==> config.mk <==
export PLATFORM = sky130hd
export DESIGN_NAME = nco_period_meter
export DESIGN_NICKNAME = d
export VERILOG_FILES = /design/src/rtl/nco_period_meter.sv
export SDC_FILE = /design/constraint.sdc
export NUM_CORES = 1
export LEC_CHECK = 0
export CORE_ASPECT_RATIO = 1.75
export CORE_UTILIZATION = 23
export CTS_BUF_LIST = sky130_fd_sc_hd__clkbuf_8
export CTS_CLUSTER_SIZE = 16
export DETAILED_ROUTE_END_ITERATION = 10
export GPL_TIMING_DRIVEN = 1
export PLACE_DENSITY = 0.48
export SLEW_MARGIN = 20
export SYNTH_ARGS = -nofsm -noshare
export SYNTH_HDL_FRONTEND = slang
export SYNTH_SLANG_ARGS = --single-unit
==> constraint.sdc <==
create_clock -name clk -period 3.4 [get_ports clk]
set_clock_uncertainty 0.05 [all_clocks]
set_input_delay 1.02 -clock clk [delete_from_list [all_inputs] [get_ports clk]]
set_output_delay 1.02 -clock clk [all_outputs]
set_load 0.01 [all_outputs]
==> src/rtl/nco_period_meter.sv <==
// Hysteresis zero-crossing period meter for the NCO sample stream.
// Define PERIOD_METER_MINMAX_EN to add period_min/period_max outputs.
module nco_period_meter #(
  parameter int DW       = 8,
  parameter int MID      = 128,
  parameter int HYST     = 8,
  parameter int CW       = 24,
  parameter int AVG_LOG2 = 2
) (
  input  logic          clk,
  input  logic          rst_n,
  input  logic [DW-1:0] sample_in,
  input  logic          sample_valid,
  output logic [CW-1:0] period_out,
  output logic          period_valid,
  output logic          locked,
`ifdef PERIOD_METER_MINMAX_EN
  output logic [CW-1:0] period_min,
  output logic [CW-1:0] period_max,
`endif
  output logic          overflow
);

  localparam int AW = CW + AVG_LOG2;
  localparam int NW = AVG_LOG2 + 1;

  localparam logic [CW-1:0] CMAX  = '1;
  localparam logic [NW-1:0] NLAST =
    NW'((1 << AVG_LOG2) - 1);
  localparam logic [DW-1:0] LO_TH = DW'(MID - HYST);
  localparam logic [DW-1:0] HI_TH = DW'(MID + HYST);

  typedef enum logic [1:0] {
    LV_UNK,
    LV_LOW,
    LV_HIGH
  } level_t;

  typedef enum logic [1:0] {
    IDLE,
    ARM,
    MEASURE
  } state_t;

  level_t        level;
  level_t        level_nx;
  state_t        state;
  logic [CW-1:0] cnt;
  logic [AW-1:0] acc;
  logic [NW-1:0] n;

  logic          is_low;
  logic          is_high;
  logic          rise;
  logic          sat;
  logic [CW-1:0] per;
  logic [AW-1:0] sum;
  logic [CW-1:0] avg;

  always_comb begin
    is_low   = (sample_in <= LO_TH);
    is_high  = (sample_in >= HI_TH);
    level_nx = level;
    if (sample_valid) begin
      if (is_low)
        level_nx = LV_LOW;
      else if (is_high)
        level_nx = LV_HIGH;
    end
    rise = sample_valid && is_high &&
           (level == LV_LOW);
    sat  = (state == MEASURE) && (cnt == CMAX);
    per  = cnt + 1'b1;
    sum  = acc + AW'(per);
    avg  = CW'(sum >> AVG_LOG2);
  end

  always_ff @(posedge clk) begin
    if (!rst_n) begin
      state        <= IDLE;
      level        <= LV_UNK;
      cnt          <= '0;
      acc          <= '0;
      n            <= '0;
      period_out   <= '0;
      period_valid <= 1'b0;
      locked       <= 1'b0;
      overflow     <= 1'b0;
    end else begin
      period_valid <= 1'b0;
      level        <= level_nx;

      // Saturation outranks a coincident edge.
      if (rise && !sat)
        cnt <= '0;
      else if (cnt != CMAX)
        cnt <= cnt + 1'b1;

      if (sat) begin
        overflow <= 1'b1;
        locked   <= 1'b0;
        acc      <= '0;
        n        <= '0;
        level    <= LV_UNK;
        state    <= ARM;
      end else begin
        unique case (state)
          IDLE: begin
            if (sample_valid && is_low)
              state <= ARM;
          end
          ARM: begin
            if (rise) begin
              acc   <= '0;
              n     <= '0;
              state <= MEASURE;
            end
          end
          MEASURE: begin
            if (rise) begin
              if (n == NLAST) begin
                period_out   <= avg;
                period_valid <= 1'b1;
                locked       <= 1'b1;
                acc          <= '0;
                n            <= '0;
              end else begin
                acc <= sum;
                n   <= n + 1'b1;
              end
            end
          end
          default: state <= IDLE;
        endcase
      end
    end
  end

`ifdef PERIOD_METER_MINMAX_EN
  always_ff @(posedge clk) begin
    if (!rst_n) begin
      period_min <= '1;
      period_max <= '0;
    end else if (state == MEASURE &&
                 rise && !sat) begin
      if (per < period_min)
        period_min <= per;
      if (per > period_max)
        period_max <= per;
    end
  end
`endif

endmodule

# Yosys cells after proc, flatten, opt, wreduce, memory -nomap -nowiden
# Index checks and enable logic that the tools add are counted.
totals:
  register_bits: 84
  word_cells: 64
op_classes:
  n_addsub: 3
  order_cmp: 2
  eq_ne: 12
  muxes: 15
  bitwise_logic: 4
  reduce_logical: 18
op_table:
  columns: ["op", "n"]
  rows:
  - ["26-bit 2-to-1 mux", 3]
  - ["26-bit one-hot mux with 2 select lines", 1]
  - ["26-bit by 24-bit adder with 26-bit output", 1]
  - ["24-bit by 1-bit adder with 24-bit output (second input constant)", 1]
  - ["24-bit == test (second input constant)", 1]
  - ["24-bit inequality test (second input constant)", 1]
  - ["3-bit AND reduction", 4]
  - ["3-bit 2-to-1 mux", 3]
  - ["8-bit greater-or-equal comparator (second input constant)", 1]
  - ["8-bit by 7-bit <= comparator with 1-bit output (second input constant)", 1]
  - ["2-bit 2-to-1 mux", 4]
  - ["2-bit inequality test (second input constant)", 4]
  - ["3-bit inequality test (second input constant)", 2]
  - ["2-bit one-hot mux with 3 select lines", 1]
  - ["3-bit one-hot mux with 2 select lines", 1]
  - ["1-bit logical AND", 5]
  - ["2-bit by 1-bit == test with 1-bit output (second input constant)", 2]
  - ["1-bit inverter", 4]
  - ["4-bit AND reduction", 1]
  - ["2-bit nonzero test", 2]
  - ["2-bit OR reduction", 2]
  - ["4-bit OR reduction", 1]
  - ["3-bit by 1-bit adder with 3-bit output (second input constant)", 1]
  - ["3-bit by 2-bit == test with 1-bit output (second input constant)", 1]
  - ["5 further kinds", 6]

# Depth between registers and ports, before layout
depth:
  depth_word: 6
  mapped_depth: 16
  mapped_depth_nobuf: 15

# Worst setup path after synthesis
# No wires, ideal clock.
synth_timing:
  kind: "flip-flop to flip-flop"
  from: "register cnt[0]"
  to: "register acc[25]"
  setup_time_ns: 0.129
  arrival_time_ns: 3.001
  setup_slack_ns: 0.220
  stages_incl_launch_ff: 17
  n_path_buf: 1
  synth_period_minus_slack_ns: 3.180
  cell_sequence: "dfxtp_1 ha_1 nand3_1 nor3_2 and2_1 and3_1 xnor2_1 inv_1 ha_1 buf_2 a21oi_1 o21ai_0 a211oi_1 o21ai_0 a21o_1 o211ai_1 o211ai_1"
synth_via:
  elab_chain_cells: 5
  word_cells_on_any_way: 8
  classes_between: "add/sub: 2; eq/ne: 1; mux: 3; reduce/logical: 2"
synth_lines:
  columns: ["item", "line_no", "text"]
  rows:
  - ["start: declaration", "48", "logic [CW-1:0] cnt;"]
  - ["start signal: assignment", "97", "cnt <= cnt + 1'b1;"]
  - ["24-bit by 1-bit adder with 24-bit output", "73", "per = cnt + 1'b1;"]
  - ["net per[20]", "56", "logic [CW-1:0] per;"]
  - ["26-bit by 24-bit adder with 26-bit output", "74", "sum = acc + AW'(per);"]
  - ["26-bit 2-to-1 mux", "121", "if (n == NLAST) begin"]
  - ["26-bit 2-to-1 mux", "120", "if (rise) begin"]
  - ["26-bit one-hot mux with 2 select lines", "107", "unique case (state)"]
  - ["end signal: assignment", "128", "acc <= sum;"]
  - ["end: declaration", "49", "logic [AW-1:0] acc;"]
# The timed path passes the listed nets, and every way through them passes these cells. The select of a mux whose other input is x is not followed.
# A chain may end at the register's enable or synchronous reset.

# Worst setup path after layout
layout_timing:
  from: "register cnt[8]"
  to: "register period_out[20]"
layout_via:
  word_cells_on_any_way: 6
  classes_between: "add/sub: 2; eq/ne: 1; bitwise: 1; reduce/logical: 2"
layout_lines:
  columns: ["item", "line_no", "text"]
  rows:
  - ["24-bit by 1-bit adder with 24-bit output", "73", null]
  - ["net per[17]", "56", null]
  - ["26-bit by 24-bit adder with 26-bit output", "74", null]
  - ["end signal: assignment", "122", "period_out <= avg;"]
  - ["end: declaration", "14", "output logic [CW-1:0] period_out,"]
# The timed path passes the listed nets, and every way through them passes these cells.

==> results.py <==
metrics = {
    "outcome": {
        "status": "finished with violations",
        "violations": "design-rule violations",
    },
    "power": {
        "ir_drop_uv": 161,
        "powerDensity_nw_per_um2": 295,
        "p_total_uw": 1810,
        "leakagePower_uw": 0.00255,
    },
    "routing": {
        "antenna_left": 0,
        "drc": 1,
        "vias_per_cell": 4.79,
        "drt_pre_antenna_iters": 9,
        "wire_per_inst_um": 15.7,
        "drtIter0Drc": 131,
        "vias": 4407,
        "drt-total-wl_mm": 14.4,
    },
    "min_path": {
        "min_from": "n[2]",
        "hold_class": "reg2reg",
        "min_to": "n[2]",
        "hold_depth": 2,
    },
    "logic_synthesis": {
        "synth_area_um2": 4870,
        "syn-instance-count": 593,
        "yosys_warnings": 0,
        "synth.net_count": 633,
        "synth_top_cell_area_share_pct": 34.6,
        "synth_edf_count": 0,
        "synth_top_cell_by_area": "dfxtp_1",
        "synth_common_cells": "dfxtp_1 (84), nand2_1 (68), a21oi_1 (58)",
        "synth_most_common_cell": "dfxtp_1",
        "avgSynthCellArea_um2": 8.21,
        "ys_types": 61,
        "seq_area_frac_synth_pct": 34.6,
        "synthFlopType": "dfxtp_1",
        "synth-async-reset-ratio_pct": 0,
        "yosys-top-cells-area": "dfxtp_1 (35%), ha_1 (7.2%), a21oi_1 (6.0%)",
        "synth_seq_cells": 84,
    },
    "cts": {
        "clk_latency_ns": 0.38,
        "tritoncts": "done",
        "cts-root-buf": "clkbuf_8",
        "path_clk_slew_ns": 0.10,
        "cts_htree_levels": 3,
        "cts_inserted_buffers": 9,
        "cts_sinks": 84,
        "clockBufferDepth": 2,
    },
    "critical_path": {
        "timing.rr.start": "cnt[8]",
        "reg2reg_depth": 15,
        "path_class": "reg2reg",
        "critPathLaunchType": "flip-flop",
        "slowest_stage": "dfxtp_2",
        "path_cells": "and4_1, and2_4, nand3_2, nor2_4, and3_1, xnor2_1, inv_1, ha_1, a21o_1, o21bai_1, a21oi_1, o211ai_1, a41oi_1, xor2_1, o21ai_1",
        "r2r_setup_slack_ns": 0.21,
        "cpPeakStageDelay_ns": 0.38,
        "worstPathRequired_ns": 3.62,
        "cp-end-kind": "flip-flop",
        "worst_ep_arrival_time_ns": 3.41,
        "reg2reg_to": "period_out[20]",
        "path_max_fanout": 5,
    },
    "layout": {
        "fin_nets": 704,
        "num_antenna_cells": 0,
        "utilization_pct": 29.4,
        "drive_above_1_share_pct": 17.6,
        "syn_to_final_growth_pct": 25.8,
    },
    "sta": {
        "finalCritPeriodShare_pct": 93.8,
        "finalSetupViolCount": 0,
        "finalCriticalPeriod_ns": 3.19,
        "finalHoldViolations": 0,
        "max_freq_mhz": 313,
        "slew_violations": 0,
        "slew_headroom_pct": 37.5,
        "tns_ns": 0,
        "max_slew.worst_pin.slew_ns": 0.938,
        "fin_ws_ns": 0.210,
    },
    "die": {
        "start_util_pct": 23.3,
        "die-area_um2": 21800,
        "coreArea_um2": 20800,
        "die_h_um": 194,
        "io_pins": 38,
        "num_rows": 70,
        "die_x_um": 112,
    },
    "run": {
        "maxCapViolations": 0,
    },
    "global_routing": {
        "antenna_found_initial": 0,
        "track_usage_pct": 13.6,
        "grt_overflow_total": 0,
        "grt_max_degree": 34,
        "grt_pass1_wl_mm": 22.7,
        "grt_pass1_vias": 4401,
    },
    "place": {
        "port-buffer-count": 37,
        "pre_cts_slack_ns": -0.125,
        "gp_congestion": 0.858,
        "hpwl_mm": 11.2,
    },
}
## metal layers
metal	wire, µm	part of all wire [%]	vias to the layer above	global-route usage [%]
li1	-	-	2223	-
met1	5100	35	2083	12.6
met2	8330	58	67	27.2
met3	300	2.1	34	2.09
met4	693	4.8	0	7.70
met5	0	0	-	0
## power breakdown
group	switching [µW]	internal, µW
Combinational	49.3	36.7
Sequential	4.13	989
Clock	440	287
## kinds of logic (layout without fill, tap and decap cells)
logic type	count (synthesis)	after routing	synth area share, %
simple gates	201	201	21.7
mux	3	3	0.643
compound gates	171	171	21.7
fa+ha+maj	29	29	7.61
xor+xnor	45	45	8.10
buf+inv	60	136	5.63
flops	84	84	34.6
## critical path, delay by kind of cell, from the launching register on
family                     cells  cell delay [ns]
adders and majority gates      1             0.32
buffers and inverters          1             0.09
and+or+nand+nor                5             0.79
AOI/OAI and AO/OA              6             1.01
DFF                            1             0.38
xor gates and xnor gates       2             0.43
## metrics by stage
stage	cell area, µm²	instances	hold slack [ns]
after floorplan	4870	593	0.379
after global placement	5770	902	0.391
after detailed placement	5770	902	0.394
after CTS	5990	919	0.410
after global routing	6120	921	0.435
final	6120	921	0.410
## placed cells by master, fill, tap and decap left out, types with 19 or more instances in the layout
master / instances
dfxtp_1: 81
nand2_1: 68
a21oi_1: 55
buf_4: 53
nor2_1: 41
clkdlybuf4s50_1: 37
inv_1: 30
xnor2_1: 25
ha_1: 24
xor2_1: 19
## flip-flops by register name, summed over array words and instances, names as in the netlist
| signal | count |
|---|---|
| acc | 26 |
| cnt | 24 |
| level | 2 |
| locked | 1 |
| n | 3 |
| overflow | 1 |
| period_out | 24 |
| period_valid | 1 |
| state | 2 |
## worst max path at each step
stage,startpoint,to,slack (ns),cells after the start
after floorplan,cnt[0],acc[25],0.22,16
after global placement,cnt[9],period_out[20],-0.13,15
after detailed placement,cnt[8],period_out[20],-0.12,15
after CTS,cnt[8],period_out[20],-0.02,15
after global routing,cnt[1],period_out[23],-0.03,15
final,cnt[8],period_out[20],0.21,15
## repair_timing
item	4_1_cts	5_1_grt
gates resized for setup	4	34
cloned	0	0
pin swaps	1	8
endpoints found under the setup margin	8	23
setup buffers	1	2
hold buffers	0	0
## cell type report
type                       instances  area, µm²
fill                            2275      14700
multi-input combinational        449       3050
sequential                        84       1690
timing repair buffer              90        768
tap                              252        315
clock buffer                       9        124
inverter                          30        113
clock inverter                     7       65.1
Power figures use the tool's default switching activity.
